File: config.mk
export PLATFORM = sky130hd
export DESIGN_NAME = keypad_multitap_entry
export DESIGN_NICKNAME = d
export VERILOG_FILES = /design/src/rtl/hangman_pkg.sv /design/src/rtl/keypad_scan_debounce.sv /design/src/rtl/keypad_multitap_entry.sv
export SDC_FILE = /design/constraint.sdc
export NUM_CORES = 1
export LEC_CHECK = 0
export ABC_CLOCK_PERIOD_IN_PS = 4600
export BUFFER_PORTS_ARGS = -buffer_cell sky130_fd_sc_hd__buf_2
export CAP_MARGIN = 40
export CORE_ASPECT_RATIO = 0.9
export CORE_MARGIN = 2
export CORE_UTILIZATION = 50
export CTS_CLUSTER_SIZE = 20
export DETAILED_ROUTE_END_ITERATION = 6
export PLACE_DENSITY = 0.68
export SYNTH_ARGS = -nofsm -noshare
export SYNTH_HDL_FRONTEND = slang
export SYNTH_SLANG_ARGS = --single-unit
File: constraint.sdc
create_clock -name clk -period 4.6 [get_ports clk]
set_input_delay 0.69 -clock clk [delete_from_list [all_inputs] [get_ports clk]]
set_output_delay 0.69 -clock clk [all_outputs]
set_load 0.05 [all_outputs]
File: src/rtl/hangman_pkg.sv
// Shared keypad types, key map and multi-tap letter group tables.
package hangman_pkg;

  typedef enum logic [3:0] {
    KEY_NONE,
    KEY_ABC,
    KEY_DEF,
    KEY_GHI,
    KEY_JKL,
    KEY_MNO,
    KEY_PQRS,
    KEY_TUV,
    KEY_WXYZ,
    KEY_SUBMIT,
    KEY_CLEAR
  } key_t;

  typedef enum logic [1:0] {
    ST_SCAN,
    ST_DEB_PRESS,
    ST_HELD,
    ST_DEB_REL
  } deb_state_t;

  localparam logic [7:0] ASCII_NONE = 8'h00;

  // Cycles after a column change before the synchronised rows reflect that column.
  localparam int SYNC_SETTLE = 2;

  // One-hot pattern (bit3 = index 0) to index; only called on one-hot values.
  function automatic logic [1:0] onehot_idx(input logic [3:0] v);
    logic [1:0] idx;
    idx = 2'd0;
    case (v)
      4'b1000: idx = 2'd0;
      4'b0100: idx = 2'd1;
      4'b0010: idx = 2'd2;
      4'b0001: idx = 2'd3;
      default: idx = 2'd0;
    endcase
    return idx;
  endfunction

  function automatic key_t key_decode(input logic [1:0] row, input logic [1:0] col);
    key_t k;
    k = KEY_NONE;
    case ({row, col})
      4'b00_01: k = KEY_ABC;
      4'b00_10: k = KEY_DEF;
      4'b01_00: k = KEY_GHI;
      4'b01_01: k = KEY_JKL;
      4'b01_10: k = KEY_MNO;
      4'b10_00: k = KEY_PQRS;
      4'b10_01: k = KEY_TUV;
      4'b10_10: k = KEY_WXYZ;
      4'b11_00: k = KEY_SUBMIT;
      4'b11_10: k = KEY_CLEAR;
      default:  k = KEY_NONE;
    endcase
    return k;
  endfunction

  function automatic logic is_letter(input key_t k);
    return (k >= KEY_ABC) && (k <= KEY_WXYZ);
  endfunction

  function automatic logic [7:0] group_base(input key_t k);
    logic [7:0] b;
    b = ASCII_NONE;
    case (k)
      KEY_ABC:  b = 8'h41;
      KEY_DEF:  b = 8'h44;
      KEY_GHI:  b = 8'h47;
      KEY_JKL:  b = 8'h4A;
      KEY_MNO:  b = 8'h4D;
      KEY_PQRS: b = 8'h50;
      KEY_TUV:  b = 8'h54;
      KEY_WXYZ: b = 8'h57;
      default:  b = ASCII_NONE;
    endcase
    return b;
  endfunction

  function automatic logic [2:0] group_size(input key_t k);
    logic [2:0] s;
    s = 3'd3;
    case (k)
      KEY_PQRS, KEY_WXYZ: s = 3'd4;
      default:            s = 3'd3;
    endcase
    return s;
  endfunction

endpackage

File: src/rtl/keypad_scan_debounce.sv
// Row synchroniser, column scanner and press/release debouncer for a 4x4 keypad.
// Emits a one-cycle key_event with the decoded key on each debounced press.
module keypad_scan_debounce
  import hangman_pkg::*;
#(
  parameter int SCAN_DIV = 1000,
  parameter int DEBOUNCE = 5000
) (
  input  logic       clk,
  input  logic       nRst,
  input  logic [3:0] input_row,
  output logic [3:0] scan_col,
  output logic       key_event,
  output key_t       key_code
);

  localparam int SCAN_W = $clog2(SCAN_DIV + 1);
  localparam int DEB_W  = $clog2(DEBOUNCE + 1);

  logic [3:0] row_sync;

  generate
    for (genvar gi = 0; gi < 4; gi++) begin : g_sync
      logic meta_reg;
      logic sync_reg;
      always_ff @(posedge clk or negedge nRst) begin
        if (!nRst) begin
          meta_reg <= 1'b0;
          sync_reg <= 1'b0;
        end else begin
          meta_reg <= input_row[gi];
          sync_reg <= meta_reg;
        end
      end
      assign row_sync[gi] = sync_reg;
    end
  endgenerate

  logic pressed;
  assign pressed = (row_sync != 4'b0000) && ((row_sync & (row_sync - 4'd1)) == 4'b0000);

  deb_state_t        state_reg, state_next;
  logic [3:0]        scan_col_reg, scan_col_next;
  logic [SCAN_W-1:0] scan_cnt_reg, scan_cnt_next;
  logic [DEB_W-1:0]  deb_cnt_reg, deb_cnt_next;
  logic [3:0]        row_reg, row_next;

  always_ff @(posedge clk or negedge nRst) begin
    if (!nRst) begin
      state_reg    <= ST_SCAN;
      scan_col_reg <= 4'b1000;
      scan_cnt_reg <= '0;
      deb_cnt_reg  <= '0;
      row_reg      <= 4'b0000;
    end else begin
      state_reg    <= state_next;
      scan_col_reg <= scan_col_next;
      scan_cnt_reg <= scan_cnt_next;
      deb_cnt_reg  <= deb_cnt_next;
      row_reg      <= row_next;
    end
  end

  always_comb begin
    state_next    = state_reg;
    scan_col_next = scan_col_reg;
    scan_cnt_next = scan_cnt_reg;
    deb_cnt_next  = deb_cnt_reg;
    row_next      = row_reg;
    key_event     = 1'b0;
    case (state_reg)
      ST_SCAN: begin
        // Rows seen just after a column change still belong to the previous column.
        if (pressed && (scan_cnt_reg >= SCAN_W'(SYNC_SETTLE))) begin
          state_next   = ST_DEB_PRESS;
          row_next     = row_sync;
          deb_cnt_next = '0;
        end else if (scan_cnt_reg >= SCAN_W'(SCAN_DIV - 1)) begin
          scan_cnt_next = '0;
          scan_col_next = {scan_col_reg[0], scan_col_reg[3:1]};
        end else begin
          scan_cnt_next = scan_cnt_reg + SCAN_W'(1);
        end
      end
      ST_DEB_PRESS: begin
        if (row_sync != row_reg) begin
          state_next    = ST_SCAN;
          scan_cnt_next = '0;
        end else if (deb_cnt_reg >= DEB_W'(DEBOUNCE - 1)) begin
          state_next = ST_HELD;
          key_event  = 1'b1;
        end else begin
          deb_cnt_next = deb_cnt_reg + DEB_W'(1);
        end
      end
      ST_HELD: begin
        if (!pressed) begin
          state_next   = ST_DEB_REL;
          deb_cnt_next = '0;
        end
      end
      ST_DEB_REL: begin
        if (pressed) begin
          state_next = ST_HELD;
        end else if (deb_cnt_reg >= DEB_W'(DEBOUNCE - 1)) begin
          state_next    = ST_SCAN;
          scan_cnt_next = '0;
        end else begin
          deb_cnt_next = deb_cnt_reg + DEB_W'(1);
        end
      end
      default: state_next = ST_SCAN;
    endcase
  end

  assign scan_col = scan_col_reg;
  assign key_code = key_decode(onehot_idx(row_reg), onehot_idx(scan_col_reg));

endmodule

File: src/rtl/keypad_multitap_entry.sv
// Phone-style multi-tap letter entry on top of the debounced keypad scanner.
// Holds the pending letter, the tap timer and the letter/submit/clear pulses.
module keypad_multitap_entry
  import hangman_pkg::*;
#(
  parameter int SCAN_DIV    = 1000,
  parameter int DEBOUNCE    = 5000,
  parameter int TAP_TIMEOUT = 500000
) (
  input  logic       clk,
  input  logic       nRst,
  input  logic [3:0] input_row,
  output logic [3:0] scan_col,
  output logic [7:0] cur_letter,
  output logic       letter_valid,
  output logic [7:0] letter,
  output logic       submit_word,
  output logic       clear
);

  localparam int TAP_W = $clog2(TAP_TIMEOUT + 1);

  logic key_event;
  key_t key_code;

  keypad_scan_debounce #(
    .SCAN_DIV (SCAN_DIV),
    .DEBOUNCE (DEBOUNCE)
  ) u_scan (
    .clk       (clk),
    .nRst      (nRst),
    .input_row (input_row),
    .scan_col  (scan_col),
    .key_event (key_event),
    .key_code  (key_code)
  );

  key_t             pending_key_reg, pending_key_next;
  logic [1:0]       tap_idx_reg, tap_idx_next;
  logic [TAP_W-1:0] tap_cnt_reg, tap_cnt_next;
  logic [7:0]       letter_reg, letter_next;
  logic             letter_valid_reg, letter_valid_next;
  logic             submit_word_reg, submit_word_next;
  logic             clear_reg, clear_next;
  logic [7:0]       pending_ascii;

  assign pending_ascii = (pending_key_reg == KEY_NONE) ? ASCII_NONE
                       : group_base(pending_key_reg) + {6'b000000, tap_idx_reg};

  always_ff @(posedge clk or negedge nRst) begin
    if (!nRst) begin
      pending_key_reg  <= KEY_NONE;
      tap_idx_reg      <= 2'd0;
      tap_cnt_reg      <= '0;
      letter_reg       <= ASCII_NONE;
      letter_valid_reg <= 1'b0;
      submit_word_reg  <= 1'b0;
      clear_reg        <= 1'b0;
    end else begin
      pending_key_reg  <= pending_key_next;
      tap_idx_reg      <= tap_idx_next;
      tap_cnt_reg      <= tap_cnt_next;
      letter_reg       <= letter_next;
      letter_valid_reg <= letter_valid_next;
      submit_word_reg  <= submit_word_next;
      clear_reg        <= clear_next;
    end
  end

  always_comb begin
    pending_key_next  = pending_key_reg;
    tap_idx_next      = tap_idx_reg;
    tap_cnt_next      = (tap_cnt_reg != '0) ? tap_cnt_reg - TAP_W'(1) : tap_cnt_reg;
    letter_next       = letter_reg;
    letter_valid_next = 1'b0;
    submit_word_next  = 1'b0;
    clear_next        = 1'b0;
    if (key_event) begin
      if (is_letter(key_code)) begin
        tap_cnt_next = TAP_W'(TAP_TIMEOUT);
        // Only a repeat of the same key inside the tap window advances within the group.
        if ((key_code == pending_key_reg) && (tap_cnt_reg != '0)) begin
          if (({1'b0, tap_idx_reg} + 3'd1) >= group_size(key_code)) begin
            tap_idx_next = 2'd0;
          end else begin
            tap_idx_next = tap_idx_reg + 2'd1;
          end
        end else begin
          pending_key_next = key_code;
          tap_idx_next     = 2'd0;
        end
      end else if (key_code == KEY_SUBMIT) begin
        if (pending_key_reg != KEY_NONE) begin
          letter_next       = pending_ascii;
          letter_valid_next = 1'b1;
          pending_key_next  = KEY_NONE;
          tap_idx_next      = 2'd0;
        end else begin
          submit_word_next = 1'b1;
        end
      end else if (key_code == KEY_CLEAR) begin
        pending_key_next = KEY_NONE;
        tap_idx_next     = 2'd0;
        clear_next       = 1'b1;
      end
    end
  end

  assign cur_letter   = pending_ascii;
  assign letter       = letter_reg;
  assign letter_valid = letter_valid_reg;
  assign submit_word  = submit_word_reg;
  assign clear        = clear_reg;

endmodule

==> results of run 1 <==
## cell usage in the layout (no fill, tap or decap), types with 7 or more instances in the layout
cell       n
mux2_2     7
inv_1     14
a21oi_1   11
o31ai_1    7
nor3_1    12
nand3_1   11
nor4_1     7
dfrtp_1   75
ha_1      13
clkbuf_8  10
nand2_1   34
nor2_1    58
nor2b_1    7
mux2_4     8
buf_2     24
xor2_1    15
and3_1     7
o21ai_0   31
xnor2_1   22
nand4_1    8
## through the flow
stage	cells	worst slack, ns	utilization, %	hold slack [ns]	power, uW
finish	597	1.01	56.6	0.247	1950
global route	597	0.710	56.6	0.256	2070
CTS	597	1.02	56.6	0.238	1970
detailed placement	581	1.20	54.0	0.337	1390
global placement	580	1.39	53.7	0.334	1370
floorplan	456	1.02	-	0.331	1300
## how the worst min path moves through the flow
stage	to	slack, ns	depth (start not counted)
floorplan	u_scan.g_sync[0].sync_reg	0.33	0
global placement	u_scan.g_sync[0].sync_reg	0.33	0
detailed placement	u_scan.g_sync[3].sync_reg	0.34	0
CTS	u_scan.scan_cnt_reg[6]	0.24	1
global route	u_scan.scan_cnt_reg[6]	0.26	1
finish	u_scan.scan_cnt_reg[6]	0.25	1
## cells by family after synthesis
family          after synthesis  share of synthesized area (%)
compound gates               86                           13.5
xor+xnor                     39                           7.96
fa+ha+maj                    14                           4.08
buf+inv                      34                           3.88
flops                        76                           42.5
mux                          21                           5.84
other cells                   1                         0.0837
simple gates                183                           22.2
## area by class of cell
class | count | area (um2) | share of cell area (%)
Multi-Input combinational cell | 346 | 2410 | 49.2
Sequential cell | 76 | 1900 | 38.9
Timing Repair Buffer | 26 | 155 | 3.17
Tap cell | 119 | 149 | 3.04
Clock buffer | 11 | 141 | 2.89
Clock inverter | 5 | 85.1 | 1.74
Inverter | 14 | 52.6 | 1.07
## report_power, final
group,total [uW],leakage [uW],switching (uW),internal (uW)
registers,827,0.00102,110,717
logic,551,0.00120,334,217
clock network,569,0.000110,247,322
total,1950,0.00234,691,1260
## metal layers
metal / global-route usage [%] / share of wire [%]
met1: 25.3 / 47
met2: 32.8 / 48
met3: 3.81 / 3.1
met4: 6.64 / 1.8
met5: 0 / 0
==> summary.md, run 1 <==
| Metric | Value |
|---|---|
| Status | `finished, final reports clean` |
| Synthesized area per cell | `9.86 um2` |
| Unrepaired setup endpoints after global routing | `no` |
| # rows | `32` |
| Min-delay worst type | `in -> async` |
| F_max | `0.279 GHz` |
| CP required | `3.91 ns` |
| WP buf/inv | `1` |
| CTS max path bufs | `2` |
| WL/cell | `14.5 um` |
| Sink Count | `76` |
| # DRC | `0` |
| Worst skew pair latency | `0.35 ns` |
| IO Port Bufs | `25` |
| Delay-heaviest family, CP | `compound AO/OA/AOI/OAI gates` |
| N_diodes | `0` |
| Worst EP arrival | `2.90 ns` |
| Area grow syn2layout | `9.30%` |
| Leak Pwr | `0.00234 uW` |
| DRT iter0 DRCs | `157` |
| Worst-path fanout max | `13` |
| Skew final | `0.0134 ns` |
| Initial antenna violation count | `0` |
| DPL Wire Length | `6160 um` |
| Slew Viols, Final | `0` |
| Crit-path max cell delay | `0.57 ns` |
| Critical Path Most Common Cell | `o21ai_0` |
| Final antenna-violating net count | `0` |
| Synth warn | `0` |
| # Post-CTS Setup Buffers | `0` |
| Placed inst area | `4670 um2` |
| CP max-delay cell | `dfrtp_1` |
| Core area | `8650 um2` |
| CP startpoint | `pending_key_reg[3]` |
| Worst path cell trace | `nor2b_1 > o21ai_0 > nand2_1 > ha_1 > a21oi_1 > mux2i_1 > o21ai_0 > o21ai_0 > buf_2` |
| Area share of the largest cell type after synthesis | `41.9%` |
| Clk Tree Root Cell | `clkbuf_8` |
| CTS Buf Count | `9` |
| Starting Density | `51.8%` |
| Yosys cell types | `73` |
| Vias in the first global route | `3275` |
| Dominant cell type by area after synthesis | `dfrtp_1` |
| Post-route setup TNS | `0 ns` |
| Synthesized area | `4480 um2` |
| Final GP Congestion | `0.877` |
| CP Launch Type | `flop` |
| Post-synthesis instance total | `454` |
| Layout cell share with drive strength beyond 1 | `16.5%` |
| Worst IR Drop VDD | `0.234 mV` |
| GRT overflow | `0` |
| Die Y-Extent | `93.8 um` |
| Reg2reg start | `u_scan.scan_col[1]` |
| GRT Total Usage | `19.4%` |
| Routed Wire Length | `8680 um` |
| Yosys reg bits | `76` |
| Pwr Density | `398 nW/um2` |
| Worst Reg-to-Reg Cells | `11` |
| Slew headroom | `41.0%` |
| EDFF count, synth | `0` |
| Number of flip-flops under the largest register name | `19` |
| R2R Path End | `tap_cnt_reg[3]` |
| Kind of end point of the critical path | `primary output` |
| Worst-path clk slew | `0.08 ns` |
| Seq/Total Area, Yosys | `42.5%` |
| Post-CTS Resized | `0` |
| Final Cycle Share | `78.0%` |
| Synth top cells by count | `dfrtp_1 (75), nor2_1 (58), nand2_1 (34)` |
| Max-cap viol count | `0` |
| Die W | `104 um` |
| First-pass DRT Iterations | `4` |
| Final setup viols | `0` |
| IO Count | `29` |
| Final Hold Vio Count | `0` |
| Vias per cell | `5.56` |
| Crit path to | `cur_letter[3]` |
| Die area | `9730 um2` |
| Fin area | `4890 um2` |
| Slew @ Worst Pin | `0.885 ns` |
| Synth top area cells | `dfrtp_1 (42%), nor2_1 (4.9%), xnor2_1 (4.3%), ha_1 (3.6%), o21ai_0 (3.5%)` |
| Critical path depth in cells | `9` |
| CTS tree | `done` |
| Top-count cell post-synth | `dfrtp_1` |
| Global-route wire length before repair | `15400 um` |
| Crit Path Class | `reg -> out` |
| H-Tree Level Count | `3` |
| Largest net degree at the start of global routing | `54` |
| Main flop type after synthesis | `dfrtp_1` |
| R2R Setup Slk | `1.18 ns` |
| Total number of vias | `3322` |
| Fraction of registers with async set/reset | `100%` |
| Nets | `493` |
| Hold_buf cts | `0` |
| Fillers | `755` |
| Minimum clock period | `3.59 ns` |
No activity file was read; power rests on OpenSTA's default activity.
==> run 2, diff against run 1 <==
Settings changed: ABC_AREA from default to 1, ABC_CLOCK_PERIOD_IN_PS 4600 to 3100, PLACE_DENSITY 0.68 to 0.7.
Clock period 4.6 ns to 3.1 ns, I/O delays scaled along.
==> run 2 against run 1 <==
Sequential power is 44% higher. Core utilization is 0.27 points higher. Via count is 24% higher. Global-route usage is 1.2 points higher. Routed wire length is 12% higher. Largest cell class unchanged. Largest power group unchanged.
==> summary.md, run 2 <==
| Metric | Value |
|---|---|
| Pwr Density | `612 nW/um2` |
| # rows | `34` |
| Die W | `108 um` |
| Die area | `10500 um2` |
| Placed insts | `793` |
| Critical path depth in cells | `9` |
| Synthesized area per cell | `7.47 um2` |
| Post-synthesis instance total | `648` |
| Delay-heaviest family, CP | `simple AND/OR/NAND/NOR gates` |
| Starting Density | `50.8%` |
| Total number of vias | `4129` |
| Minimum clock period | `2.90 ns` |
| # DRC | `0` |
| Synth top cells by count | `nand2_1 (162), inv_1 (82), nor2_1 (82)` |
| Synth warn | `0` |
| Area share of the largest cell type after synthesis | `38.7%` |
| N_diodes | `0` |
| GRT Total Usage | `20.6%` |
| Commonest non-fill, non-tap cell in the layout | `nand2_1` |
| Worst skew pair latency | `0.35 ns` |
| Crit Path Class | `reg -> out` |
| Worst Hold Slack | `0.221 ns` |
| Final antenna-violating net count | `0` |
| Yosys cell types | `43` |
| Status | `finished, final reports clean` |
| Clk Tree Root Cell | `clkbuf_8` |
| Core area | `9530 um2` |
| WL/cell | `12.0 um` |
| Dpl ws | `0.428 ns` |
| Worst Reg-to-Reg Cells | `13` |
| First-pass DRT Iterations | `5` |
| Dominant cell type by area after synthesis | `dfrtp_1` |
| Slew Viols, Final | `0` |
| Non-filler cells, final | `810` |
| Max-cap viol count | `0` |
| Commonest non-fill, non-tap cells in the layout | `nand2_1 (162), inv_1 (82), nor2_1 (82)` |
| CP Launch Type | `flop` |
| Vias in the first global route | `3960` |
| CP required | `2.63 ns` |
| Sink Count | `76` |
| H-Tree Level Count | `3` |
| IO Port Bufs | `25` |
| CTS Buf Count | `9` |
| WP buf/inv | `2` |
| Nets | `699` |
| DRT iter0 DRCs | `242` |
| Top-count cell post-synth | `nand2_1` |
| Slew headroom | `45.9%` |
| IO Count | `29` |
| EDFF count, synth | `0` |
| Crit-path max cell delay | `0.46 ns` |
| GRT overflow | `0` |
| Yosys reg bits | `76` |
| Skew final | `0.0127 ns` |
| Fillers | `884` |
| Largest net degree at the start of global routing | `66` |
| Worst path cell trace | `nor3_2 > nor2_1 > a221oi_2 > ha_1 > a21oi_1 > or2_2 > xor2_1 > inv_1 > buf_2` |
| CTS max path bufs | `2` |
| Synthesized area | `4840 um2` |
| Register Area | `1900 um2` |
| Kind of end point of the critical path | `primary output` |
| CTS tree | `done` |
| CP max-delay cell | `dfrtp_1` |
| Synth top area cells | `dfrtp_1 (39%), nand2_1 (13%), inv_1 (6.4%), nor2_1 (6.4%), xor2_1 (4.0%)` |
| Seq/Total Area, Yosys | `39.3%` |
| Final Cycle Share | `93.5%` |
| Post-route setup slack | `0.201 ns` |
| Unrepaired setup endpoints after global routing | `no` |
| F_max | `0.345 GHz` |
| Final GP Congestion | `0.950` |
| Main flop type after synthesis | `dfrtp_1` |
| Slew @ Worst Pin | `0.807 ns` |
| DPL Wire Length | `7120 um` |
| Leak Pwr | `0.00292 uW` |
| Final setup viols | `0` |
| Fraction of registers with async set/reset | `100%` |
| Hold Path Cell Cnt | `1` |
| Vias per cell | `5.10` |
| Final Hold Vio Count | `0` |
| Area of the multi-input gates | `2540 um2` |
| Worst-path fanout max | `6` |
| Global-route wire length before repair | `17700 um` |
| Worst-path clk slew | `0.09 ns` |
| Initial antenna violation count | `0` |
| Number of flip-flops under the largest register name | `19` |
| Min-delay worst type | `in -> reg` |
| Layout cell share with drive strength beyond 1 | `16.5%` |
| Post-route setup TNS | `0 ns` |
| Die Y-Extent | `97.4 um` |
| Worst EP arrival | `2.43 ns` |
| Worst IR Drop VDD | `0.311 mV` |
| Routed Wire Length | `9720 um` |
| Area grow syn2layout | `11.9%` |
| # Post-CTS Setup Buffers | `0` |
-- run 2: power breakdown --
part / switching [uW] / internal, uW
registers: 125 / 1070
logic: 723 / 323
clock network: 380 / 696
-- run 2: worst paths after layout --
check                      slack (ns)                      start                        end
max                              0.20         pending_key_reg[0]              cur_letter[3]
min                              0.22               input_row[0]  u_scan.g_sync[0].meta_reg
max reg2reg                      0.52         u_scan.scan_col[3]                  letter[6]
min reg2reg                      0.35  u_scan.g_sync[2].meta_reg  u_scan.g_sync[2].sync_reg
max in group asynchronous        2.02                       nRst     u_scan.deb_cnt_reg[11]
min in group asynchronous        0.50                       nRst         pending_key_reg[3]
-- run 2: cell families (layout without fill, tap and decap cells) --
logic type / after synthesis / count (layout) / share of synthesized area, %
AO/OA/AOI/OAI: 54 / 54 / 6.69
XOR/XNOR: 29 / 29 / 5.24
adder cells (fa/ha/maj): 14 / 14 / 3.77
buffers and inverters: 105 / 139 / 8.71
flip-flops: 76 / 76 / 39.3
multiplexers: 1 / 1 / 0.232
other: 1 / 3 / 0.0774
AND/OR/NAND/NOR: 368 / 368 / 36.0
-- run 2: repair_timing --
| action | in CTS | in global routing |
|---|---|---|
| gates resized for setup | 0 | 2 |
| hold buffers | 1 | 0 |
| endpoints found under the setup margin | 0 | 4 |
| hold endpoints to repair | 11 | 0 |
-- run 2: layer usage --
layer | up-vias | share of wire (%) | GRT usage, % | wire [um]
met4 | 0 | 1.8 | 8.19 | 175
li1 | 2103 | - | - | -
met5 | - | 0 | 0 | 0
met3 | 13 | 4.6 | 3.55 | 443
met1 | 1909 | 49 | 29.0 | 4720
met2 | 104 | 45 | 31.7 | 4380
-- run 2: area by class of cell --
type	instances	share of cell area (%)
clock inverter	7	3.00
clock buffer	9	2.29
timing repair buffer	28	3.19
sequential	76	35.1
tap	126	2.91
inverter	95	6.67
multi-input combinational	469	46.8
-- run 2: worst reg2reg max path, stage by stage, from the launching register on --
cell and delay (ns):
dfstp_2 0.57, nor2_1 0.05, nand3_1 0.23, inv_1 0.11, ha_1 0.23, nand4_1 0.14, nand3_2 0.12, nand2_4 0.12
nand2_1 0.07, nor2_2 0.13, nand3_1 0.38, inv_1 0.25, nand2_1 0.08, nand2_1 0.06
-- run 2: metrics by stage --
step	utilization, %	area [um2]	total power [uW]
floorplan	-	4850	2040
detailed placement	53.6	5110	2250
global route	56.9	5420	3520
CTS	56.7	5410	3340
global placement	53.3	5080	2220
finish	56.9	5420	3320
